==> src/rtl/eth_rx_hdr_strip_pkg.sv <==
`default_nettype none
// +----------------------------------------------------------------------------+
// | Package : eth_pkg                                                            |
// | Brief   : Shared constants, FSM states and byte-enable helpers for eth_rx.  |
// | Rev     : 1.0                                                               |
// +----------------------------------------------------------------------------+
package eth_pkg;

    localparam int          ETH_HDR_BYTES = 14;
    localparam logic [47:0] BCAST_MAC     = 48'hffff_ffff_ffff;

    typedef enum logic [2:0] {
        HDR0    = 3'd0,
        HDR1    = 3'd1,
        PAYLOAD = 3'd2,
        FLUSH   = 3'd3,
        DROP    = 3'd4
    } state_t;

    // Contiguous byte enable covering the lowest n bytes (saturates at 8).
    function automatic logic [7:0] keep_from_count(input int n);
        logic [7:0] k;
        k = '0;
        for (int i = 0; i < 8; i++) begin
            if (i < n) k[i] = 1'b1;
        end
        return k;
    endfunction

    function automatic logic [3:0] popcount8(input logic [7:0] v);
        logic [3:0] c;
        c = '0;
        for (int i = 0; i < 8; i++) begin
            c = c + {3'b000, v[i]};
        end
        return c;
    endfunction

endpackage
`default_nettype wire

==> src/rtl/eth_rx_hdr_strip_sat_counter32.sv <==
`default_nettype none
// +----------------------------------------------------------------------------+
// | Module : sat_counter32                                                      |
// | Brief  : 32-bit event counter that sticks at all-ones.                      |
// | Rev    : 1.0                                                                |
// +----------------------------------------------------------------------------+
module sat_counter32 (
    input  logic        clk,
    input  logic        aresetn,
    input  logic        inc,
    output logic [31:0] count
);

    logic [31:0] r_count;

    always_ff @(posedge clk or negedge aresetn) begin
        if (!aresetn) begin
            r_count <= '0;
        end else if (inc && (r_count != 32'hffff_ffff)) begin
            r_count <= r_count + 32'd1;
        end
    end

    assign count = r_count;

endmodule
`default_nettype wire

==> src/rtl/eth_rx_hdr_strip.sv <==
`default_nettype none
// +----------------------------------------------------------------------------+
// | Module : eth_rx_hdr_strip                                                   |
// | Brief  : Filters frames on destination MAC, strips the 14-byte header and  |
// |          realigns the payload to byte 0 with src MAC/ethertype sideband.   |
// | Rev    : 1.0                                                                |
// +----------------------------------------------------------------------------+
module eth_rx_hdr_strip
    import eth_pkg::*;
#(
    parameter logic [47:0] MAC_ADDR     = 48'hfa163e55ca02,
    parameter bit          ACCEPT_BCAST = 1'b1,
    parameter bit          PROMISC      = 1'b0
) (
    input  logic        clk,
    input  logic        aresetn,
    input  logic [63:0] stream_in_DATA,
    input  logic [7:0]  stream_in_KEEP,
    input  logic        stream_in_LAST,
    input  logic        stream_in_VALID,
    output logic        stream_in_READY,
    output logic [63:0] stream_out_DATA,
    output logic [7:0]  stream_out_KEEP,
    output logic        stream_out_LAST,
    output logic        stream_out_VALID,
    input  logic        stream_out_READY,
    output logic [47:0] meta_src_mac,
    output logic [15:0] meta_ethertype,
    output logic [31:0] frames_ok_cnt,
    output logic [31:0] frames_drop_cnt
);

    // Header bytes that spill into flit 1 beyond its first 8-byte boundary.
    localparam logic [3:0] c_HDR_TAIL = 4'(ETH_HDR_BYTES - 8);

    state_t      r_state, w_state_nxt;
    logic [47:0] r_src_mac;
    logic [15:0] r_ethertype;
    logic [15:0] r_carry;
    logic [3:0]  r_resid;
    logic [63:0] r_out_data;
    logic [7:0]  r_out_keep;
    logic        r_out_last, r_out_valid;
    logic [47:0] r_meta_src;
    logic [15:0] r_meta_type;

    logic [47:0] w_dst;
    logic        w_match, w_out_free, w_rdy_state, w_in_fire;
    logic [3:0]  w_n;
    logic        w_out_load, w_ok_inc, w_drop_inc;
    logic [63:0] w_out_data;
    logic [7:0]  w_out_keep;
    logic        w_out_last;

    // Wire byte 0 is the most significant MAC byte.
    assign w_dst = {stream_in_DATA[7:0],   stream_in_DATA[15:8],  stream_in_DATA[23:16],
                    stream_in_DATA[31:24], stream_in_DATA[39:32], stream_in_DATA[47:40]};
    assign w_match = PROMISC || (w_dst == MAC_ADDR) || (ACCEPT_BCAST && (w_dst == BCAST_MAC));
    assign w_n        = popcount8(stream_in_KEEP);
    assign w_out_free = !r_out_valid || stream_out_READY;

    assign stream_in_READY = aresetn && w_rdy_state;
    assign w_in_fire       = stream_in_VALID && stream_in_READY;

    always_comb begin
        w_state_nxt = r_state;
        w_rdy_state = 1'b1;
        w_out_load  = 1'b0;
        w_ok_inc    = 1'b0;
        w_drop_inc  = 1'b0;
        w_out_data  = {stream_in_DATA[47:0], r_carry};
        w_out_keep  = 8'hff;
        w_out_last  = 1'b0;
        case (r_state)
            HDR0: begin
                if (w_in_fire) begin
                    if (stream_in_LAST)  w_drop_inc  = 1'b1;
                    else if (!w_match)   w_state_nxt = DROP;
                    else                 w_state_nxt = HDR1;
                end
            end
            HDR1: begin
                if (w_in_fire) begin
                    if (stream_in_LAST && (w_n <= c_HDR_TAIL)) begin
                        w_drop_inc  = 1'b1;
                        w_state_nxt = HDR0;
                    end else if (stream_in_LAST) begin
                        w_state_nxt = FLUSH;
                    end else begin
                        w_state_nxt = PAYLOAD;
                    end
                end
            end
            PAYLOAD: begin
                w_rdy_state = w_out_free;
                if (w_in_fire) begin
                    w_out_load = 1'b1;
                    if (stream_in_LAST && (w_n <= c_HDR_TAIL)) begin
                        w_out_keep  = keep_from_count(int'(w_n) + 2);
                        w_out_last  = 1'b1;
                        w_ok_inc    = 1'b1;
                        w_state_nxt = HDR0;
                    end else if (stream_in_LAST) begin
                        w_state_nxt = FLUSH;
                    end
                end
            end
            FLUSH: begin
                w_rdy_state = 1'b0;
                if (w_out_free) begin
                    w_out_load  = 1'b1;
                    w_out_data  = {48'h0, r_carry};
                    w_out_keep  = keep_from_count(int'(r_resid));
                    w_out_last  = 1'b1;
                    w_ok_inc    = 1'b1;
                    w_state_nxt = HDR0;
                end
            end
            DROP: begin
                if (w_in_fire && stream_in_LAST) begin
                    w_drop_inc  = 1'b1;
                    w_state_nxt = HDR0;
                end
            end
            default: w_state_nxt = HDR0;
        endcase
        // Unused byte lanes leave as zero rather than stale input bytes.
        for (int i = 0; i < 8; i++) begin
            if (!w_out_keep[i]) w_out_data[8*i +: 8] = 8'h00;
        end
    end

    always_ff @(posedge clk or negedge aresetn) begin
        if (!aresetn) r_state <= HDR0;
        else          r_state <= w_state_nxt;
    end

    always_ff @(posedge clk or negedge aresetn) begin
        if (!aresetn) begin
            r_src_mac   <= '0;
            r_ethertype <= '0;
            r_carry     <= '0;
            r_resid     <= '0;
        end else if (w_in_fire) begin
            case (r_state)
                HDR0: r_src_mac[47:32] <= {stream_in_DATA[55:48], stream_in_DATA[63:56]};
                HDR1: begin
                    r_src_mac[31:0] <= {stream_in_DATA[7:0],   stream_in_DATA[15:8],
                                        stream_in_DATA[23:16], stream_in_DATA[31:24]};
                    r_ethertype     <= {stream_in_DATA[39:32], stream_in_DATA[47:40]};
                    r_carry         <= stream_in_DATA[63:48];
                    r_resid         <= w_n - c_HDR_TAIL;
                end
                PAYLOAD: begin
                    r_carry <= stream_in_DATA[63:48];
                    r_resid <= w_n - c_HDR_TAIL;
                end
                default: ;
            endcase
        end
    end

    // Meta is captured with each data flit so a following frame's header
    // parse cannot disturb sideband still waiting on the output.
    always_ff @(posedge clk or negedge aresetn) begin
        if (!aresetn) begin
            r_out_data  <= '0;
            r_out_keep  <= '0;
            r_out_last  <= 1'b0;
            r_out_valid <= 1'b0;
            r_meta_src  <= '0;
            r_meta_type <= '0;
        end else if (w_out_load) begin
            r_out_data  <= w_out_data;
            r_out_keep  <= w_out_keep;
            r_out_last  <= w_out_last;
            r_out_valid <= 1'b1;
            r_meta_src  <= r_src_mac;
            r_meta_type <= r_ethertype;
        end else if (stream_out_READY) begin
            r_out_valid <= 1'b0;
        end
    end

    assign stream_out_DATA  = r_out_data;
    assign stream_out_KEEP  = r_out_keep;
    assign stream_out_LAST  = r_out_last;
    assign stream_out_VALID = r_out_valid;
    assign meta_src_mac     = r_meta_src;
    assign meta_ethertype   = r_meta_type;

    sat_counter32 u_ok_cnt (
        .clk     (clk),
        .aresetn (aresetn),
        .inc     (w_ok_inc),
        .count   (frames_ok_cnt)
    );

    sat_counter32 u_drop_cnt (
        .clk     (clk),
        .aresetn (aresetn),
        .inc     (w_drop_inc),
        .count   (frames_drop_cnt)
    );

endmodule
`default_nettype wire

==> config.mk <==
export PLATFORM = sky130hd
export DESIGN_NAME = eth_rx_hdr_strip
export DESIGN_NICKNAME = d
export VERILOG_FILES = /design/src/rtl/eth_rx_hdr_strip_pkg.sv /design/src/rtl/eth_rx_hdr_strip_sat_counter32.sv /design/src/rtl/eth_rx_hdr_strip.sv
export SDC_FILE = /design/constraint.sdc
export NUM_CORES = 1
export LEC_CHECK = 0
export ABC_AREA = 1
export BUFFER_PORTS_ARGS = -buffer_cell sky130_fd_sc_hd__buf_2
export CORE_UTILIZATION = 60
export CTS_CLUSTER_DIAMETER = 80
export DETAILED_ROUTE_END_ITERATION = 10
export PLACE_DENSITY_LB_ADDON = 0.08
export SYNTH_ARGS = -nofsm -noshare
export SYNTH_HDL_FRONTEND = slang
export SYNTH_SLANG_ARGS = --single-unit
==> constraint.sdc <==
create_clock -name clk -period 4.46 [get_ports clk]
set_input_delay 0.892 -clock clk [delete_from_list [all_inputs] [get_ports clk]]
set_output_delay 0.892 -clock clk [all_outputs]
set_load 0.005 [all_outputs]
# Yosys cells after proc, flatten, opt, wreduce, memory -nomap -nowiden

Cells that the tools add are included.

Reductions and logical operators: 16
Equality and inequality tests: 15
Muxes and demuxes: 55
$add $sub $neg: 11
$lt $le $gt $ge: 17

Operators with widths:

| kind                                               | count |
|---|---|
| 2-to-1 mux 64 bit                                  | 2 |
| == test 48 bit (second input constant)             | 2 |
| 2-to-1 mux 8 bit                                   | 11 |
| adder 32 x 1 -> 32 bit (second input constant)     | 2 |
| != test 32 bit (second input constant)             | 2 |
| 2-to-1 mux 3 bit                                   | 9 |
| 2-to-1 mux 1 bit                                   | 26 |
| < comparator 3 x 5 -> 1 bit (first input constant) | 4 |
| adder 4 x 1 -> 4 bit                               | 4 |
| < comparator 3 x 4 -> 1 bit (first input constant) | 4 |
| case mux 8 bit (2 select lines)                    | 1 |
| case mux 3 bit (5 select lines)                    | 1 |
| != test 2 bit (second input constant)              | 6 |
| < comparator 1 x 5 -> 1 bit (first input constant) | 2 |
| < comparator 2 x 5 -> 1 bit (first input constant) | 2 |
| < comparator 1 x 4 -> 1 bit (first input constant) | 2 |
| < comparator 2 x 4 -> 1 bit (first input constant) | 2 |
| AND reduction 7 bit                                | 1 |
| == test 3 x 2 -> 1 bit (second input constant)     | 2 |
| logical AND 1 bit                                  | 6 |
| case mux 1 bit (2 select lines)                    | 3 |
| AND reduction 2 bit                                | 3 |
| adder 4 x 2 -> 5 bit (second input constant)       | 1 |
| adder 3 x 1 -> 4 bit                               | 1 |
| other kinds (14)                                   | 15 |

Logic and storage cells: 128
Input bits: 77
Register bits: 289

# Logic depth before layout (Yosys ltp)

Gate-level depths: netlist of the first run.

Word-level depth: 14
Mapped depth: 21
Depth with buffers taken out: 21

# By module

From an unflattened synthesis of the first run, not the netlist that was laid out.

Cells, all modules: 1829
Area total of the unflattened synthesis: 14138.6 um2

Modules (own cells, without submodules):

| module                      | seq. area each (um2) | cells each | times used | area an instance (um2) |
|---|---|---|---|---|
| eth_rx_hdr_strip            | 5630.4               | 1175       | 1          | 9839.4 |
| sat_counter32 at u_drop_cnt | 800.8                | 333        | 1          | 2190.9 |
| sat_counter32 at u_ok_cnt   | 800.8                | 321        | 1          | 2108.3 |

# Least setup slack after synthesis of the first run

No wires, ideal clock.

Path type: input to register
From: input stream_in_KEEP[0]
To: register u_drop_cnt.r_count[3], in the netlist u_drop_cnt.count[3]
Stages: 21
Required time: 4.343 ns
Setup slack: -0.101 ns
Data arrival time: 4.444 ns
Setup time: 0.117 ns
Path through: fa_1 -> inv_1 -> fa_1 -> fa_1 -> inv_1 -> ha_1 -> fa_1 -> inv_1 -> nand2_1 -> nand2_1 -> ha_1 -> nand2_1 -> nand3_1 -> nand3_1 -> nor2_1 -> nand2_1 -> o21ai_4 -> nand2_2 -> buf_6 -> nand2_1 -> nand2_1

Word-level cells in the longest chain between the ends: 13

RTL lines:

| what                               | RTL line                             | source |
|---|---|---|
| start, declared                    | eth_rx_hdr_strip.sv:18               | `input logic [7:0] stream_in_KEEP,` |
| adder 1 x 1 -> 2 bit               | eth_rx_hdr_strip_pkg.sv:34           | `c = c + {3'b000, v[i]};` |
| adder 2 x 1 -> 3 bit               | eth_rx_hdr_strip_pkg.sv:34           |  |
| adder 3 x 1 -> 4 bit               | eth_rx_hdr_strip_pkg.sv:34           |  |
| adder 4 x 1 -> 4 bit (4 in series) | eth_rx_hdr_strip_pkg.sv:34           |  |
| <= comparator 4 x 3 -> 1 bit       | eth_rx_hdr_strip.sv:84               | `if (stream_in_LAST && (w_n <= c_HDR_TAIL)) begin` |
| logical AND 1 bit                  | eth_rx_hdr_strip.sv:84               |  |
| 2-to-1 mux 1 bit                   | eth_rx_hdr_strip.sv:84               |  |
| 2-to-1 mux 1 bit                   | -                                    |  |
| case mux 1 bit (3 select lines)    | eth_rx_hdr_strip.sv:74               | `case (r_state)` |
| logical AND 1 bit                  | eth_rx_hdr_strip_sat_counter32.sv:19 | `end else if (inc && (r_count != 32'hffff_ffff)) begin` |
| end signal, assigned               | eth_rx_hdr_strip_sat_counter32.sv:20 | `r_count <= r_count + 32'd1;` |
| end, declared                      | eth_rx_hdr_strip_sat_counter32.sv:14 | `logic [31:0] r_count;` |

Every way passes these cells.
A chain may end at the register's enable or synchronous reset.

# Final worst setup path of the first run

From: input stream_in_KEEP[0]
To: register r_out_data[61], in the netlist stream_out_DATA[61]

Word-level cells in the longest chain between the ends: 14
Elaborated cells on any way between the ends: 16

RTL lines:

| what                                 | RTL line                   | source |
|---|---|---|
| adder 1 x 1 -> 2 bit *               | eth_rx_hdr_strip_pkg.sv:34 |  |
| adder 2 x 1 -> 3 bit *               | eth_rx_hdr_strip_pkg.sv:34 |  |
| adder 3 x 1 -> 4 bit *               | eth_rx_hdr_strip_pkg.sv:34 |  |
| adder 4 x 1 -> 4 bit * (4 in series) | eth_rx_hdr_strip_pkg.sv:34 |  |
| adder 4 x 2 -> 5 bit                 | eth_rx_hdr_strip.sv:99     | `w_out_keep = keep_from_count(int'(w_n) + 2);` |
| < comparator 3 x 5 -> 1 bit          | eth_rx_hdr_strip_pkg.sv:25 | `if (i < n) k[i] = 1'b1;` |
| 2-to-1 mux 1 bit                     | eth_rx_hdr_strip_pkg.sv:25 |  |
| 2-to-1 mux 8 bit *                   | eth_rx_hdr_strip.sv:98     | `if (stream_in_LAST && (w_n <= c_HDR_TAIL)) begin` |
| 2-to-1 mux 8 bit *                   | eth_rx_hdr_strip.sv:96     | `if (w_in_fire) begin` |
| case mux 8 bit (2 select lines) *    | eth_rx_hdr_strip.sv:74     |  |
| 2-to-1 mux 8 bit *                   | eth_rx_hdr_strip.sv:129    | `if (!w_out_keep[i]) w_out_data[8*i +: 8] = 8'h00;` |
| end signal, assigned                 | eth_rx_hdr_strip.sv:174    | `r_out_data <= w_out_data;` |
| end, declared                        | eth_rx_hdr_strip.sv:41     | `logic [63:0] r_out_data;` |

Mark *: on every way between the ends. The rest lies on a longest branch, timed or not.

==> metrics.csv, run 1 <==
metric,value,unit
fin crit share,95.3,%
share of cells above drive strength 1,19.1,%
global-route wire length before repair,60.4,mm
post-CTS sizing,0,
DRT Pass-1 Iters,7,
FILL cells,1812,
worst min path class,register to register,
Max VDD drop,0.340,mV
clk buf depth,3,
Core Area,22800,um^2
vias in the first global route,12076,
post-route insts no fill,2413,
clock network fraction of total power,43.3,%
Final Max Tran Viols,0,
"Avg Cell Area, Syn",7.83,um^2
Gate Count Post-Synth,1790,
fin util,73.5,%
worst reg2reg path depth,11,
DRC viols,0,
post-CTS setup repair buffer count,0,
RSZ-0062 raised after global routing,false,
sequential power share,47.6,%
leakage power,9.46,nW
status,completed,
Synth warnings,0,
io pins,280,
CTS tree,yes,
DR vias/cell,5.21,
Routed Antenna Nets,0,
largest net degree at the start of global routing,157,
synthesized area,14000,um^2
clk sink count,289,
via count,12576,
Placed Cells,2350,
Crit Path Class,input port to register,
Die W,155,um
initial antenna violation count,6,
final hold vios,0,
cell type with the largest total area after synthesis,dfrtp_1,
First DRT Iteration DRCs,755,
relative slew slack,36.1,%
syn nets,1882,
Switching Fraction,24.6,%
starting density of the core,61.6,%
Synth cell types,31,
die area,24000,um^2
Avg WL per Cell,15.5,um
post-synthesis sequential area ratio,51.6,%
final critical-path required period,4.25,ns
Net Switching,1.44,mW
Power Density,350,nW/um^2
"setup slack, reg-to-reg",1.62,ns
Final nets,2161,
clk_lat worst skew,0.56,ns
CTS Buf Count,30,
Cell Rows,55,
DP Wirelength,26.3,mm
Worst Setup End Kind,register,
Max Cap Violations,0,
hold_sp,meta_src_mac[6],
Worst setup SP type,input port,
grt total ovfl,0,
area delta synth->final,19.4,%
dpl cell area,15700,um^2
ranking of synthesized cells by area,"dfrtp_1, nand2_1, nor2_1",
critical path launch point,stream_in_KEEP[0],
worst reg2reg path startpoint,r_state[0],
crit path DAT,4.68,ns
hold depth,2,
Synth top area share,51.6,%
CTS Hold Bufs,0,
Die Y,155,um
"FF+latch count, synth",289,
I/O Buffers,279,
CTS H-tree depth,1,
CP required,4.89,ns
Post-Route WL,37.4,mm
worst slew pin tran,0.959,ns
worst clock skew,0.0185,ns
RD Place Congestion,0.974,
final setup fails,0,
Power Internal,4.42,mW
GRT Total Usage,31.6,%
crit-path max FO,9,
Fmax achieved,235,MHz
cell area after layout,16700,um^2
Comb pwr share,9.1,%
Worst-path clk slew,0.06,ns
clock root buffer,clkbuf_16,
[critical path: stages]
cell,delay [ns]
buf_2,0.11
fa_1,0.53
inv_1,0.05
fa_1,0.46
fa_1,0.49
inv_1,0.04
ha_1,0.19
fa_2,0.55
ha_1,0.20
nand2_1,0.07
nand3_1,0.09
nand3_1,0.15
nor2_1,0.14
nand2_1,0.06
nand2_1,0.14
buf_4,0.14
nand2_1,0.04
buf_4,0.16
nand3_1,0.09
nand2_1,0.09
[per-layer routing]
| metal | vias up | global-route usage [%] | wire (um) |
|---|---|---|---|
| met4 | 0 | 11.6 | 1220 |
| li1 | 6125 | - | - |
| met1 | 5917 | 39.8 | 15400 |
| met3 | 82 | 4.96 | 2250 |
| met5 | - | 0 | 0 |
| met2 | 452 | 55.1 | 18600 |
[cell families (layout without fill, tap and decap cells)]
kind of cell / after synthesis / count (layout) / synth area share [%]
AO/OA/AOI/OAI: 75 / 75 / 2.76
multiplexers: 15 / 15 / 1.20
flip-flops: 289 / 289 / 51.6
other: 0 / 8 / 0
AND/OR/NAND/NOR: 1172 / 1172 / 33.6
adder cells (fa/ha/maj): 15 / 15 / 1.55
XOR/XNOR: 48 / 48 / 3.00
buffers and inverters: 176 / 478 / 6.30
[stage by stage]
step	hold WS, ns	power, mW	TNS (ns)	setup WS [ns]
3_3_place_gp	0.449	3.33	-17.98	-0.188
2_1_floorplan	0.443	3.12	0	0.0245
6_report	0.465	5.86	0	0.211
4_1_cts	0.468	5.89	0	0.236
5_1_grt	0.475	6.05	0	0.0157
3_5_place_dp	0.453	3.36	-38.35	-0.344
[sequential cells by signal (all words and copies together) (netlist names)]
name              cells
stream_out_DATA      64
meta_src_mac         48
r_src_mac            48
u_drop_cnt.count     32
u_ok_cnt.count       32
meta_ethertype       16
r_carry              16
r_ethertype          16
stream_out_KEEP       8
r_resid               4
r_state               3
stream_out_LAST       1
stream_out_VALID      1
[power by group through the flow]
stage / Combinational (mW) / Sequential [mW] / Clock [mW]
after global routing: 0.597 / 2.80 / 2.66
final: 0.531 / 2.79 / 2.54
after detailed placement: 0.529 / 2.83 / 0
after CTS: 0.535 / 2.79 / 2.57
after floorplan: 0.301 / 2.81 / 0
after global placement: 0.507 / 2.83 / 0
[worst paths after layout]
kind / endpoint
min in group asynchronous: meta_src_mac[5]
worst min register to register: meta_src_mac[6]
worst max-delay path: stream_out_DATA[61]
worst min-delay path: meta_src_mac[6]
max in group asynchronous: u_drop_cnt.count[19]
worst max register to register: stream_out_DATA[54]
[cell usage in the layout, fill, tap and decap left out, types with 3 or more instances in the layout]
cell type   count
xor2_1         25
xnor2_1        23
nand2_2         7
clkinvlp_4      3
nand3b_1        9
inv_1         106
buf_4          24
clkbuf_16      30
clkinv_2        8
buf_12          8
buf_2         278
nor2_2          3
nand2_1       828
nand4_1        11
nand3_1       118
bufinv_16       3
o21ai_1         4
mux2_2         15
dfrtp_1       289
diode_2         8
clkbuf_1        4
clkbuf_8        4
fa_1            3
ha_1           11
nor3_1         25
a21oi_1         9
inv_2           4
o21ai_0        61
nor2_1        161
[cell usage after synthesis (all sizes together)]
cell    count
xnor2      23
nor3b       2
nand3b      9
o21ai      66
dfrtp     289
nor2      166
clkbuf     12
clkinv      1
nor3       26
nand4      11
xor2       25
a21oi       9
ha         11
nand3     120
nand2     836
fa          4
inv       111
buf        52
and2        2
mux2       15
[cell type report]
type	count	area, um^2	share of cell area [%]
inverters	112	423	2.53
clock inverters	17	186	1.11
well taps	313	392	2.34
repair buffers	311	1750	10.4
clock buffers	38	821	4.90
diodes	8	20.0	0.120
flip-flops and latches	289	7230	43.2
multi-input cells	1325	5920	35.4
No activity file was read; power rests on OpenSTA's default activity.
==> run 2: changes to the inputs <==
CORE_UTILIZATION = 35   (was 60)
==> metrics.csv, run 2 (synthesis gave the netlist of run 1 again) <==
metric,value,unit,change
First DRT Iteration DRCs,570,,was 755
global-route wire length before repair,66.7,mm,was 60.4 mm
worst min path class,input port to asynchronous set/reset pin,,was register to register
starting density of the core,35.9,%,was 61.6%
Worst path slowest cell,fa_2,,unchanged
dpl cell area,16000,um^2,was 15700 um^2
CTS H-tree depth,2,,was 1
worst reg2reg path depth,10,,was 11
max incr delay on CP,0.54,ns,was 0.55 ns
Cell Rows,72,,was 55
cell area after layout,17200,um^2,was 16700 um^2
RD Place Congestion,0.926,,was 0.974
worst slew pin tran,0.943,ns,was 0.959 ns
FILL cells,4083,,was 1812
Worst setup SP type,input port,,unchanged
"delay-heaviest family, CP",adder cells,,unchanged
DP Wirelength,29.5,mm,was 26.3 mm
clock root buffer,clkbuf_16,,unchanged
clk_lat worst skew,0.53,ns,was 0.56 ns
leakage power,9.52,nW,was 9.46 nW
Avg WL per Cell,16.1,um,was 15.5 um
Worst Setup End Kind,register,,unchanged
GRT Total Usage,20.7,%,was 31.6%
Max Cap Violations,0,,unchanged
die area,40900,um^2,was 24000 um^2
final setup TNS,0,ns,unchanged
"setup slack, reg-to-reg",1.62,ns,about the same
worst clock skew,0.0114,ns,was 0.0185 ns
clk sink count,289,,unchanged
status,completed,,unchanged
Crit Path Class,input port to register,,unchanged
CTS Hold Bufs,0,,unchanged
Worst-path clk slew,0.06,ns,about the same
RSZ-0062 raised after global routing,false,,unchanged
R2R Path End,u_drop_cnt.count[11],,was stream_out_DATA[54]
area delta synth->final,22.3,%,was 19.4%
DRT Pass-1 Iters,5,,was 7
"commonest non-fill, non-tap cell in the layout",nand2_1,,unchanged
Max VDD drop,0.246,mV,was 0.340 mV
DR vias/cell,4.68,,was 5.21
clk buf depth,3,,unchanged
WP buf/inv,4,,was 5
final setup fails,0,,unchanged
initial antenna violation count,2,,was 6
I/O Buffers,279,,unchanged
post-CTS setup repair buffer count,0,,unchanged
Placed Cells,2552,,was 2350
Die W,202,um,was 155 um
worst reg2reg path startpoint,u_drop_cnt.count[0],,was r_state[0]
Final nets,2164,,was 2161
DRC viols,0,,unchanged
io pins,280,,unchanged
Crit path top cell by count,nand2_1,,unchanged
post-route insts no fill,2616,,was 2413
crit path DAT,4.54,ns,was 4.68 ns
max FFs per register,64,,unchanged
Fmax achieved,242,MHz,was 235 MHz
Core Area,39100,um^2,was 22800 um^2
crit-path max FO,32,,was 9
final hold vios,0,,unchanged
via count,12231,,was 12.6k
fin crit share,92.7,%,was 95.3%
share of cells above drive strength 1,19.4,%,was 19.1%
Die Y,202,um,was 155 um
CTS tree,yes,,unchanged
grt total ovfl,0,,unchanged
largest net degree at the start of global routing,155,,was 157
Final Max Tran Viols,0,,unchanged
vias in the first global route,11950,,was 12.1k
final critical-path required period,4.13,ns,was 4.25 ns
Power Density,357,nW/um^2,was 350 nW/um^2
Post-Route WL,42.0,mm,was 37.4 mm
"Critical Path, Cell by Cell",buf_2 > fa_1 > inv_1 > fa_1 > fa_1 > inv_1 > ha_1 > fa_2 > ha_1 > nand2_1 > nand3_1 > nand3_2 > nor2_2 > nand2_1 > o21ai_4 > nand2_2 > buf_12 > nand2_1 > nand2_1,,was buf_2 > fa_1 > inv_1 > fa_1 > fa_1 > inv_1 > ha_1 > fa_2 > ha_1 > nand2_1 > nand3_1 > nand3_1 > nor2_1 > nand2_1 > nand2_1 > buf_4 > nand2_1 > buf_4 > nand3_1 > nand2_1
CP required,4.87,ns,was 4.89 ns
CTS Buf Count,36,,was 30
Routed Antenna Nets,0,,unchanged
relative slew slack,37.1,%,was 36.1%
most frequent cells in the layout,"nand2_1, dfrtp_1, buf_2",,unchanged
-- run 2: timing repair --
| item | in CTS | in global routing |
|---|---|---|
| endpoints found under the hold margin | 0 | 0 |
| gates resized for setup | 0 | 6 |
| setup endpoints to repair | 0 | 94 |
-- run 2: layout make-up --
cell class / instances / area [um^2] / area share (%)
repair buffers: 308 / 1770 / 10.3
inverters: 112 / 423 / 2.47
multi-input cells: 1325 / 5940 / 34.6
diodes: 2 / 5.00 / 0.0292
flip-flops and latches: 289 / 7230 / 42.2
clock buffers: 53 / 1080 / 6.27
well taps: 518 / 648 / 3.78
clock inverters: 9 / 55.1 / 0.321
-- run 2: worst max path at each step --
| stage | startpoint | slack (ns) | depth (start not counted) | to |
|---|---|---|---|---|
| 5_1_grt | stream_in_KEEP[0] | 0.06 | 22 | u_drop_cnt.count[7] |
| 3_3_place_gp | stream_in_KEEP[0] | -0.34 | 18 | stream_out_DATA[21] |
| 3_5_place_dp | stream_in_KEEP[0] | -0.39 | 18 | stream_out_DATA[63] |
| 2_1_floorplan | stream_in_KEEP[0] | 0.02 | 18 | u_drop_cnt.count[3] |
| 6_report | stream_in_KEEP[0] | 0.33 | 19 | u_drop_cnt.count[11] |
| 4_1_cts | stream_in_KEEP[0] | 0.20 | 18 | stream_out_DATA[48] |
-- run 2: power breakdown --
part / switching, mW / internal, mW
clock network: 1.15 / 1.67
registers: 0.0681 / 2.72
logic: 0.310 / 0.219
total: 1.53 / 4.60
-- run 2: metrics by stage --
stage / total power [mW] / utilization (%) / hold slack [ns] / setup WS, ns
2_1_floorplan: 3.12 / - / 0.443 / 0.0245
4_1_cts: 6.24 / 43.8 / 0.196 / 0.205
6_report: 6.13 / 43.9 / 0.220 / 0.328
3_5_place_dp: 3.36 / 40.9 / 0.453 / -0.391
3_3_place_gp: 3.35 / 40.9 / 0.449 / -0.339
5_1_grt: 6.41 / 43.9 / 0.207 / 0.0558
-- run 2: routing by layer --
metal  track usage (%)  wire [um]  vias up  part of all wire (%)
met5                 0          0        -                     0
met4              7.89       1320        0                   3.1
met3              4.42       2370       65                   5.6
met2              33.6      19600      285                    47
met1              27.2      18800     5751                    45
li1                  -          -     6130                     -
